==> config.mk <==
export PLATFORM = sky130hd
export DESIGN_NAME = piso_serializer
export DESIGN_NICKNAME = d
export VERILOG_FILES = /design/src/rtl/piso_serializer.sv
export SDC_FILE = /design/constraint.sdc
export NUM_CORES = 1
export LEC_CHECK = 0
export CORE_ASPECT_RATIO = 1.75
export CORE_UTILIZATION = 30
export CTS_CLUSTER_SIZE = 28
export DETAILED_ROUTE_END_ITERATION = 16
export GPL_TIMING_DRIVEN = 0
export PLACE_DENSITY = 0.51
export REMOVE_ABC_BUFFERS = 1
export SETUP_SLACK_MARGIN = 0.02
export SYNTH_ARGS = -nofsm -noshare
export SYNTH_HDL_FRONTEND = slang
export SYNTH_SLANG_ARGS = --single-unit
==> constraint.sdc <==
create_clock -name clk -period 1.7 [get_ports clk]
set_clock_uncertainty 0.1 [all_clocks]
set_input_delay 0.255 -clock clk [delete_from_list [all_inputs] [get_ports clk]]
set_output_delay 0.255 -clock clk [all_outputs]
set_load 0.02 [all_outputs]
==> src/rtl/piso_serializer.sv <==
// piso_serializer
//   Parallel-in/serial-out converter with valid/ready handshakes on both sides.
//   A one-word holding buffer (pbuf) lets the next word load on the same edge
//   that the last bit of the current word is consumed, giving gap-free output.
//
// Parameters
//   DATA_W     word width in bits (>= 2)
//   MSB_FIRST  1: bit DATA_W-1 leaves first; 0: bit 0 leaves first
//   IDLE_LEVEL serial_out level while serial_valid is low
//
// Ports
//   clk           rising-edge clock
//   pts_reset_n   synchronous active-low reset
//   abort         synchronous flush of active and pending words
//   in_valid      data_in holds a word
//   in_ready      holding buffer can accept a word
//   data_in       parallel word
//   serial_out    current serial bit
//   serial_valid  serial_out carries a data bit
//   serial_ready  downstream consumes the bit this cycle
//   serial_last   current bit is the last bit of its word
//   busy          shifting or word pending
module piso_serializer #(
  parameter int unsigned DATA_W     = 7,
  parameter bit          MSB_FIRST  = 1'b1,
  parameter logic        IDLE_LEVEL = 1'b0
) (
  input  logic              clk,
  input  logic              pts_reset_n,
  input  logic              abort,
  input  logic              in_valid,
  output logic              in_ready,
  input  logic [DATA_W-1:0] data_in,
  output logic              serial_out,
  output logic              serial_valid,
  input  logic              serial_ready,
  output logic              serial_last,
  output logic              busy
);

  localparam int unsigned       CNT_W    = $clog2(DATA_W);
  localparam logic [CNT_W-1:0]  LAST_CNT = CNT_W'(DATA_W - 1);

  typedef enum logic {
    IDLE  = 1'b0,
    SHIFT = 1'b1
  } state_t;

  state_t              state;
  logic [DATA_W-1:0]   sreg;
  logic [DATA_W-1:0]   pbuf;
  logic [CNT_W-1:0]    cnt;
  logic                pvalid;

  logic                active;
  logic                at_last;
  logic                bit_hs;
  logic                accept;
  logic                load;
  logic [DATA_W-1:0]   sreg_shifted;

  assign active   = (state == SHIFT);
  assign at_last  = (cnt == LAST_CNT);
  assign bit_hs   = active && serial_ready;
  assign in_ready = !pvalid && !abort;
  assign accept   = in_valid && in_ready;
  // A pending word moves into the shifter either when idle or on the very
  // edge that consumes the final bit, so consecutive words abut.
  assign load     = pvalid && (!active || (bit_hs && at_last));

  // Shift toward the output end, zero-filling the vacated position.
  always_comb begin
    sreg_shifted = '0;
    if (MSB_FIRST) begin
      sreg_shifted = {sreg[DATA_W-2:0], 1'b0};
    end else begin
      sreg_shifted = {1'b0, sreg[DATA_W-1:1]};
    end
  end

  always_ff @(posedge clk) begin
    if (!pts_reset_n) begin
      state  <= IDLE;
      sreg   <= '0;
      pbuf   <= '0;
      cnt    <= '0;
      pvalid <= 1'b0;
    end else if (abort) begin
      state  <= IDLE;
      cnt    <= '0;
      pvalid <= 1'b0;
    end else begin
      // accept needs pvalid=0 and load needs pvalid=1, so they never collide.
      if (accept) begin
        pbuf   <= data_in;
        pvalid <= 1'b1;
      end
      if (load) begin
        sreg   <= pbuf;
        cnt    <= '0;
        state  <= SHIFT;
        pvalid <= 1'b0;
      end else if (bit_hs) begin
        if (at_last) begin
          state <= IDLE;
          cnt   <= '0;
        end else begin
          cnt  <= cnt + 1'b1;
          sreg <= sreg_shifted;
        end
      end
    end
  end

  assign serial_valid = active;
  assign serial_last  = active && at_last;
  assign busy         = active || pvalid;
  assign serial_out   = !active ? IDLE_LEVEL
                                : (MSB_FIRST ? sreg[DATA_W-1] : sreg[0]);

endmodule

==> flow_metrics.env, run 1 <==
export IMPL_yosys_warnings=0
export IMPL_die_area_um2=3060
export IMPL_pin_count=17
export IMPL_cp_required_ns=1.34
export IMPL_grt_max_degree=17
export IMPL_finalMaxSlewViolations=0
export IMPL_drt_iter0_markers=5
export IMPL_instances_no_fill=131
export IMPL_diodes=0
export IMPL_whs_ns=0.391
export IMPL_fp_dieW_um=42.3
export IMPL_tns_ns=0
export IMPL_grt_overflow_total=0
export IMPL_vdd_drop_max_uv=493
export IMPL_hold_viol=0
export IMPL_syn_to_final_growth_pct=28.7
export IMPL_routed_wl_um=1630
export IMPL_ctsLongestPathBuffers=2
export IMPL_syn_inst=88
export IMPL_cp_data_arrival_time_ns=1.23
export IMPL_rsz0062_at_grt="false"
export IMPL_drv_cap=0
export IMPL_combPwrFrac_pct=10.6
export IMPL_final_util_pct=40.7
export IMPL_grt_pass1_vias=639
export IMPL_fillers=279
export IMPL_cp_max_fo=9
export IMPL_p_leak_nw=0.401
export IMPL_p_per_area_nw_per_um2=801
export IMPL_critPathSlowestCell="dfxtp_2"
export IMPL_clock_fmax_ghz=0.632
export IMPL_status="finished clean"
export IMPL_crit_type="reg -> out"
export IMPL_portBuffers=16
export IMPL_antenna_found_initial=0
export IMPL_ff_latch_area_um2=385
export IMPL_max_stage_delay_ns=0.36
export IMPL_avgSynthCellArea_um2=9.67
export IMPL_hold_class="reg -> reg"
export IMPL_seqPwrFrac_pct=53.4
export IMPL_p_switching_w=0.000197
export IMPL_power_w=0.000877
export IMPL_internal_power_w=0.000679
export IMPL_num_rows=25
export IMPL_synth_seq_cells=19
export IMPL_cts_tree="built"
export IMPL_num_vias=652
export IMPL_postCtsHoldBufs=0
export IMPL_hpwl_um=1160
export IMPL_dr_pass1_iters=4
export IMPL_drc=0
export IMPL_ant_nets=0
export IMPL_cts_made_buffers=3
export IMPL_grt_usage_pct=12.2
export IMPL_cts_sinks=19
export IMPL_cp_end_kind="primary output"
export IMPL_initial_core_util_pct=31.6
export IMPL_cts_root_buf="clkbuf_8"
export IMPL_viasPerCell=4.98
export IMPL_finalCritPeriodShare_pct=93.1
export IMPL_synthesis_area_um2=851
export IMPL_cp_start_kind="register"
export IMPL_core_area_um2=2690
export IMPL_grt_pass1_wl_um=2760
export IMPL_gp_congestion=0.783
export IMPL_seq_area_frac_synth_pct=44.7
export IMPL_cts_htree_levels=1
export IMPL_crit_chain="or2_2 -> dlygate4sd2_1"
export IMPL_setup_viol_count_final=0
export IMPL_nets=117
export IMPL_tightest_slew_ns=0.474
export IMPL_die_y_um=72.5
export IMPL_pwr_share_clk_pct=36.0
export IMPL_min_period_ns=1.58
export IMPL_wl_per_cell_um=12.4
export IMPL_slew_headroom_pct=68.3
export IMPL_synth_cell_types=29
export IMPL_clk_latency_ns=0.26
export IMPL_drive_above_1_share_pct=16.3
export IMPL_path_clk_slew_ns=0.07
export IMPL_dp_cells=126
export IMPL_swShare_pct=22.5
export IMPL_multiInputGateArea_um2=458
[power by group through the flow]
stage               sequential [W]  combinational, W  clock, W
floorplan                 0.000476         0.0000461         0
global placement          0.000478         0.0000902         0
detailed placement        0.000479         0.0000915         0
CTS                       0.000469         0.0000907  0.000326
global route              0.000470          0.000102  0.000348
finish                    0.000468         0.0000928  0.000316
[sequential cells by signal (all words and copies together) (netlist names)]
register      cells
pbuf              7
sreg              7
cnt               3
pvalid            1
serial_valid      1
[placed cells by master, fill, tap and decap left out, drive strengths merged]
cell type | netlist | routed
a21boi | 1 | 1
a21oi | 8 | 8
a311oi | 1 | 1
and2 | 2 | 2
and3 | 1 | 1
and3b | 1 | 1
and4b | 1 | 1
buf | 4 | 1
clkbuf | 1 | 6
clkdlybuf4s50 | 0 | 10
dfxtp | 19 | 19
dlygate4sd2 | 0 | 3
dlymetal6s2s | 0 | 1
inv | 1 | 1
mux2i | 14 | 14
nand2 | 3 | 3
nand2b | 1 | 1
nand3 | 1 | 1
nand3b | 2 | 2
nor2 | 6 | 6
nor2b | 7 | 7
nor3 | 1 | 1
nor3b | 1 | 1
o2111ai | 1 | 1
o21a | 1 | 1
o21ai | 7 | 7
o21bai | 1 | 1
or2 | 1 | 1
or3b | 1 | 1
[path summary, 6_finish.rpt]
check | startpoint | cells after the start | endpoint | slack [ns]
worst max-delay path | serial_valid | 2 | busy | 0.12
worst min-delay path | sreg[0] | 2 | sreg[0] | 0.39
worst max register to register | cnt[0] | 4 | cnt[0] | 0.16
worst min register to register | sreg[0] | 2 | sreg[0] | 0.39
[repair_timing]
item	CTS	global route
gates resized for setup	10	10
buffers inserted	0	1
hold endpoints to repair	0	0
pin swaps	0	1
endpoints found under the setup margin	16	10
[metal layers]
layer	part of all wire [%]	vias up	GRT usage, %
met5	0	-	0
met4	4.6	0	10.4
met3	3.0	7	2.24
met2	48	15	19.1
met1	44	289	14.0
li1	-	341	-
[kinds of logic after synthesis]
group                  share of synthesized area [%]
buffers and inverters                           4.56
AO/OA/AOI/OAI                                   14.0
AND/OR/NAND/NOR                                 20.3
multiplexers                                    16.5
flip-flops                                      44.7
[worst max-delay path: cells and delay by family, from the launching register on]
family	cells	cell delay, ns
DFF	1	0.36
and+or+nand+nor	1	0.29
buffers and inverters	1	0.32
[cells in the mapped netlist (all sizes together)]
master	n	area share, %
o21ai	7	4.1
nor3	1	0.59
and2	2	1.5
a21oi	8	5.1
nor2b	7	5.1
or2	1	0.74
a21boi	1	0.88
o21bai	1	0.88
or3b	1	1.3
nor2	6	2.6
a311oi	1	1.0
buf	4	3.7
and4b	1	1.2
o21a	1	0.88
and3b	1	1.0
clkbuf	1	0.44
o2111ai	1	1.0
nand2	3	1.3
mux2i	14	16
dfxtp	19	45
nand2b	1	0.74
nand3b	2	1.8
and3	1	0.88
inv	1	0.44
nor3b	1	0.88
nand3	1	0.59
[stage by stage]
stage / setup slack, ns / instance area, um^2
2_1_floorplan: -0.184 / 816
6_report: 0.117 / 1090
4_1_cts: -0.0117 / 1060
3_5_place_dp: -0.762 / 1010
3_3_place_gp: -0.747 / 1010
5_1_grt: 0.0734 / 1090
[final cells by class]
cell class	instances	share of cell area, %
flip-flops and latches	19	35.2
clock buffers	4	4.11
inverters	1	0.343
multi-input cells	63	41.8
repair buffers	17	15.4
well taps	27	3.09
Note: power is estimated with default switching activity, not from simulation.
==> run 2: changes to the inputs <==
--- a/config.mk
+++ b/config.mk
@@ -10,6 +10,7 @@
 export CTS_CLUSTER_SIZE = 28
 export DETAILED_ROUTE_END_ITERATION = 16
 export GPL_TIMING_DRIVEN = 0
+export MAX_ROUTING_LAYER = met4
 export PLACE_DENSITY = 0.51
 export REMOVE_ABC_BUFFERS = 1
 export SETUP_SLACK_MARGIN = 0.02
==> run 2 against run 1 <==
Routed wire length barely moved. Global-route usage rose by 0.35 points. Critical endpoint unchanged. Sequential share of layout area did not move. Final area did not move. Count of clock-buffer cells in the layout did not move. Largest cell class unchanged. First-iteration DRC count rose by 60%. Largest power group unchanged.
==> flow_metrics.env, run 2 (synthesis results as in run 1) <==
export IMPL_status="finished clean"
export IMPL_ctsLongestPathBuffers=2
export IMPL_final_util_pct=40.7
export IMPL_core_area_um2=2690
export IMPL_reg2reg_depth=4
export IMPL_dr_pass1_iters=4
export IMPL_path_depth=2
export IMPL_grt_overflow_total=0
export IMPL_cp_data_arrival_time_ns=1.23
export IMPL_path_clk_slew_ns=0.07
export IMPL_fp_dieW_um=42.3
export IMPL_die_area_um2=3060
export IMPL_cts_htree_levels=1
export IMPL_cts_sinks=19
export IMPL_r2r_slack_ns=0.16
export IMPL_num_vias=653
export IMPL_drive_above_1_share_pct=16.3
export IMPL_nets=117
export IMPL_pwr_share_clk_pct=36.1
export IMPL_drc=0
export IMPL_cts_made_buffers=3
export IMPL_slew_headroom_pct=68.3
export IMPL_swShare_pct=22.6
export IMPL_cp_end_kind="primary output"
export IMPL_dp_cells=126
export IMPL_die_y_um=72.5
export IMPL_r2r_end="cnt[0]"
export IMPL_whs_ns=0.390
export IMPL_crit_type="reg -> out"
export IMPL_grt_max_degree=17
export IMPL_crit_path_start="serial_valid"
export IMPL_syn_to_final_growth_pct=28.7
export IMPL_gp_congestion=0.794
export IMPL_diodes=0
export IMPL_critPathCapture="busy"
export IMPL_routed_wl_um=1630
export IMPL_pin_count=17
export IMPL_postCtsHoldBufs=0
export IMPL_grt_pass1_vias=639
export IMPL_reg_top3="pbuf: 7 flops, sreg: 7 flops, cnt: 3 flops"
export IMPL_path_buf_inv=1
export IMPL_num_rows=25
export IMPL_cts_root_buf="clkbuf_8"
export IMPL_drt_iter0_markers=8
export IMPL_crit_chain="or2_2 -> dlygate4sd2_1"
export IMPL_final_cell_mix="dfxtp_1 (15), mux2i_1 (14), clkdlybuf4s50_1 (10)"
export IMPL_finalCritPeriodShare_pct=93.2
export IMPL_p_switching_w=0.000198
export IMPL_setup_viol_count_final=0
export IMPL_antenna_found_initial=0
export IMPL_rsz0062_at_grt="false"
export IMPL_instances_no_fill=131
export IMPL_vdd_drop_max_uv=494
export IMPL_p_leak_nw=0.401
export IMPL_critPathSlowestCell="dfxtp_2"
export IMPL_tightest_slew_ns=0.474
export IMPL_portBuffers=16
export IMPL_p_per_area_nw_per_um2=801
export IMPL_min_period_ns=1.58
export IMPL_hold_viol=0
export IMPL_drv_cap=0
export IMPL_grt_pass1_wl_um=2760
export IMPL_clk_latency_ns=0.26
export IMPL_r2r_start="cnt[0]"
export IMPL_cp_max_fo=9
export IMPL_cts_tree="built"
export IMPL_cp_required_ns=1.34
export IMPL_internal_power_w=0.000679
export IMPL_viasPerCell=4.98
export IMPL_finalMaxSlewViolations=0
export IMPL_hold_class="reg -> reg"
export IMPL_critPathTopFamily="flip-flops"
export IMPL_mostFrequentLayoutCell="dfxtp_1"
export IMPL_hpwl_um=1160
export IMPL_clock_fmax_ghz=0.631
export IMPL_setup_slack_ns=0.116
export IMPL_ant_nets=0
export IMPL_grt_usage_pct=12.6
export IMPL_wl_per_cell_um=12.4
export IMPL_combPwrFrac_pct=10.6
export IMPL_max_stage_delay_ns=0.36
export IMPL_initial_core_util_pct=31.6
export IMPL_seqPwrFrac_pct=53.4
export IMPL_dp_slack_ns=-0.762
export IMPL_cp_start_kind="register"
-- run 2: cell counts in the layout (fill, tap and decap cells not counted) --
Identical to the previous run, type by type.
-- run 2: layout make-up --
cell class | count | area, um^2
fillers | 279 | 1600
multi-input cells | 63 | 458
repair buffers | 17 | 169
flip-flops and latches | 19 | 385
well taps | 27 | 33.8
inverters | 1 | 3.75
clock buffers | 4 | 45.0
-- run 2: worst min-delay path by stage --
| stage | endpoint | from | depth (start not counted) | slack, ns |
|---|---|---|---|---|
| after floorplan | pbuf[0] | pts_reset_n | 1 | 0.28 |
| after global placement | sreg[0] | sreg[0] | 2 | 0.37 |
| after detailed placement | sreg[0] | sreg[0] | 2 | 0.38 |
| after CTS | sreg[0] | sreg[0] | 2 | 0.40 |
| after global routing | sreg[0] | sreg[0] | 2 | 0.43 |
| final | sreg[0] | sreg[0] | 2 | 0.39 |
-- run 2: power by group through the flow --
stage	Clock, W	Combinational [W]	Sequential (W)
floorplan	0	0.0000461	0.000476
global placement	0	0.0000902	0.000478
detailed placement	0	0.0000915	0.000479
CTS	0.000326	0.0000907	0.000469
global route	0.000348	0.000102	0.000470
finish	0.000316	0.0000927	0.000468
-- run 2: metal layers --
metal,share of wire [%],global-route usage [%]
met4,4.6,10.4
met2,48,19.1
met5,0,-
met3,3.0,2.24
met1,44,14.0
-- run 2: tightest hold or removal path: cells and delay by family, from the launching register on --
| family | cells | cell delay [ns] |
|---|---|---|
| DFF | 1 | 0.31 |
| and+or+nand+nor | 1 | 0.06 |
| AOI/OAI and AO/OA | 1 | 0.07 |
-- run 2: repair_timing --
item	4_1_cts	5_1_grt
pin swaps	0	1
endpoints found under the setup margin	16	10
buffers inserted	0	1
hold endpoints to repair	0	0
resized for setup	10	10
-- run 2: through the flow --
step | TNS [ns] | power, W | cell area, um^2
2_1_floorplan | -1.14 | 0.000522 | 816
3_5_place_dp | -8.55 | 0.000570 | 1010
5_1_grt | 0 | 0.000921 | 1090
4_1_cts | -0.0304 | 0.000885 | 1060
3_3_place_gp | -8.47 | 0.000569 | 1010
6_report | 0 | 0.000877 | 1090
==> run 3: changes to the inputs <==
--- a/config.mk
+++ b/config.mk
@@ -5,6 +5,7 @@
 export SDC_FILE = /design/constraint.sdc
 export NUM_CORES = 1
 export LEC_CHECK = 0
+export ABC_AREA = 1
 export CORE_ASPECT_RATIO = 1.75
 export CORE_UTILIZATION = 30
 export CTS_CLUSTER_SIZE = 28
==> run 3 against run 2 <==
Total power grew 0.44%. Via count grew 21%. Largest power group unchanged. Critical path type unchanged. Flip-flop and latch count is the same. Count of clock-buffer cells in the layout stayed put.
==> flow_metrics.env, run 3 <==
export IMPL_met2WireLength_um=896
export IMPL_hold_class="reg -> reg"
export IMPL_synthesis_area_um2=887
export IMPL_tightest_slew_ns=0.516
export IMPL_r2r_end="sreg[4]"
export IMPL_min_period_ns=1.65
export IMPL_ctsLongestPathBuffers=2
export IMPL_vdd_drop_max_uv=617
export IMPL_num_vias=793
export IMPL_crit_type="reg -> out"
export IMPL_cts_made_buffers=3
export IMPL_synth_edf_count=0
export IMPL_critPathCapture="busy"
export IMPL_yosys_warnings=0
export IMPL_synth_flop_cell="dfxtp_1"
export IMPL_pin_count=17
export IMPL_instances_no_fill=173
export IMPL_cp_required_ns=1.34
export IMPL_crit_path_start="pvalid"
export IMPL_synth_seq_cells=19
export IMPL_p_switching_w=0.000205
export IMPL_cp_start_kind="register"
export IMPL_fp_dieW_um=43.1
export IMPL_gp_congestion=0.810
export IMPL_cts_root_buf="clkbuf_8"
export IMPL_synth_cell_types=19
export IMPL_path_clk_slew_ns=0.07
export IMPL_hold_viol=0
export IMPL_p_per_area_nw_per_um2=796
export IMPL_cp_max_fo=7
export IMPL_drc=0
export IMPL_cts_tree="built"
export IMPL_place_area_um2=1040
export IMPL_yosysTopAreaCell="dfxtp_1"
export IMPL_wl_met3_um=54
export IMPL_pwr_share_clk_pct=35.3
export IMPL_wl_met1_um=773
export IMPL_grt_usage_pct=12.9
export IMPL_p_leak_nw=0.515
export IMPL_hpwl_um=1310
export IMPL_cts_sinks=19
export IMPL_grt_pass1_vias=778
export IMPL_clk_latency_ns=0.25
export IMPL_status="finished clean"
export IMPL_r2r_start="cnt[0]"
export IMPL_final_cell_mix="nand2_1 (30), nor2_1 (25), dfxtp_1 (19)"
export IMPL_wl_per_cell_um=10.1
export IMPL_swShare_pct=23.3
export IMPL_dp_slack_ns=-0.337
export IMPL_finish_instance_area_um2=1110
export IMPL_setup_slack_ns=0.0546
export IMPL_diodes=0
export IMPL_nets=159
export IMPL_reg2reg_depth=9
export IMPL_num_rows=25
export IMPL_syn_inst=129
export IMPL_dp_cells=168
export IMPL_grt_pass1_wl_um=3130
export IMPL_internal_power_w=0.000676
export IMPL_finalMaxSlewViolations=0
export IMPL_reg_top3="pbuf: 7 flops, sreg: 7 flops, cnt: 3 flops"
export IMPL_syn_to_final_growth_pct=24.8
export IMPL_ff_latch_area_um2=380
export IMPL_postCtsHoldBufs=0
export IMPL_yosysMostFrequentCell="nand2_1"
export IMPL_grt_overflow_total=0
export IMPL_drive_above_1_share_pct=9.59
export IMPL_setup_viol_count_final=0
export IMPL_top_layer="met4"
export IMPL_cts_htree_levels=1
export IMPL_core_area_um2=2750
export IMPL_combPwrFrac_pct=11.0
export IMPL_slew_headroom_pct=65.5
export IMPL_antenna_found_initial=0
export IMPL_die_area_um2=3190
export IMPL_drt_iter0_markers=16
export IMPL_rsz0062_at_grt="false"
export IMPL_initial_core_util_pct=32.2
export IMPL_clock_fmax_ghz=0.608
export IMPL_seq_area_frac_synth_pct=42.9
export IMPL_portBuffers=16
export IMPL_mostFrequentLayoutCell="nand2_1"
export IMPL_die_y_um=73.9
export IMPL_seqPwrFrac_pct=53.7
export IMPL_ant_nets=0
export IMPL_finalCritPeriodShare_pct=96.8
export IMPL_final_util_pct=40.2
export IMPL_avgSynthCellArea_um2=6.88
export IMPL_dr_pass1_iters=4
export IMPL_cp_end_kind="primary output"
export IMPL_yosysTopAreaCellShare_pct=42.9
export IMPL_async_reset_ff_share_pct=0
export IMPL_drv_cap=0
export IMPL_fillers=300
export IMPL_synth_area_top_cells="dfxtp_1 (43%), nand2_1 (13%), nor2_1 (11%)"
export IMPL_r2r_slack_ns=0.27
export IMPL_cp_data_arrival_time_ns=1.29
export IMPL_multiInputGateArea_um2=415
export IMPL_yosys_top_cells_count="nand2_1 (31), nor2_1 (25), dfxtp_1 (19)"
export IMPL_grt_max_degree=16
export IMPL_routed_wl_um=1750
export IMPL_viasPerCell=4.58
-- run 3: how the worst min path moves through the flow --
stage                 start           end  slack [ns]  cells past startpoint
floorplan             abort  serial_valid        0.23                      1
global placement    pbuf[2]       pbuf[2]        0.34                      2
detailed placement  pbuf[2]       pbuf[2]        0.35                      2
CTS                 pbuf[2]       pbuf[2]        0.36                      2
global route        pbuf[2]       pbuf[2]        0.38                      2
finish              pbuf[2]       pbuf[2]        0.35                      2
-- run 3: kinds of logic after synthesis --
group | Yosys count | synth area share, %
buffers and inverters | 23 | 12.3
flip-flops | 19 | 42.9
AND/OR/NAND/NOR | 68 | 31.9
AO/OA/AOI/OAI | 19 | 13.0
-- run 3: timing repair --
item,in CTS,in global routing
cloned,0,0
setup endpoints to repair,11,9
buffers inserted,0,1
gates resized for setup,8,4
-- run 3: through the flow --
stage	TNS, ns	total power (W)	hold WS, ns
after floorplan	0	0.000533	0.233
after CTS	0	0.000888	0.356
after global placement	-3.09	0.000581	0.341
after detailed placement	-2.83	0.000581	0.346
after global routing	0	0.000921	0.384
final	0	0.000881	0.349
-- run 3: power groups by stage --
stage	clock network (W)	registers [W]	logic, W
2_1_floorplan	0	0.000481	0.0000516
3_5_place_dp	0	0.000483	0.0000977
5_1_grt	0.000333	0.000475	0.000113
3_3_place_gp	0	0.000483	0.0000976
6_report	0.000311	0.000473	0.0000969
4_1_cts	0.000319	0.000473	0.0000964
-- run 3: layer usage --
metal  up-vias  track usage (%)
li1        433                -
met1       346             13.1
met2        12             23.7
met3         2             2.43
met4         0             5.05
met5         -                -
-- run 3: cell type report --
type,count,area share (%)
clock buffers,4,4.07
well taps,27,3.05
multi-input cells,87,37.5
flip-flops and latches,19,34.4
inverters,19,6.44
repair buffers,17,14.6
-- run 3: worst max-delay path, stage by stage (launching register included) --
cell,delay [ns]
dfxtp_1,0.52
inv_2,0.09
nand2_2,0.09
dlygate4sd2_1,0.33
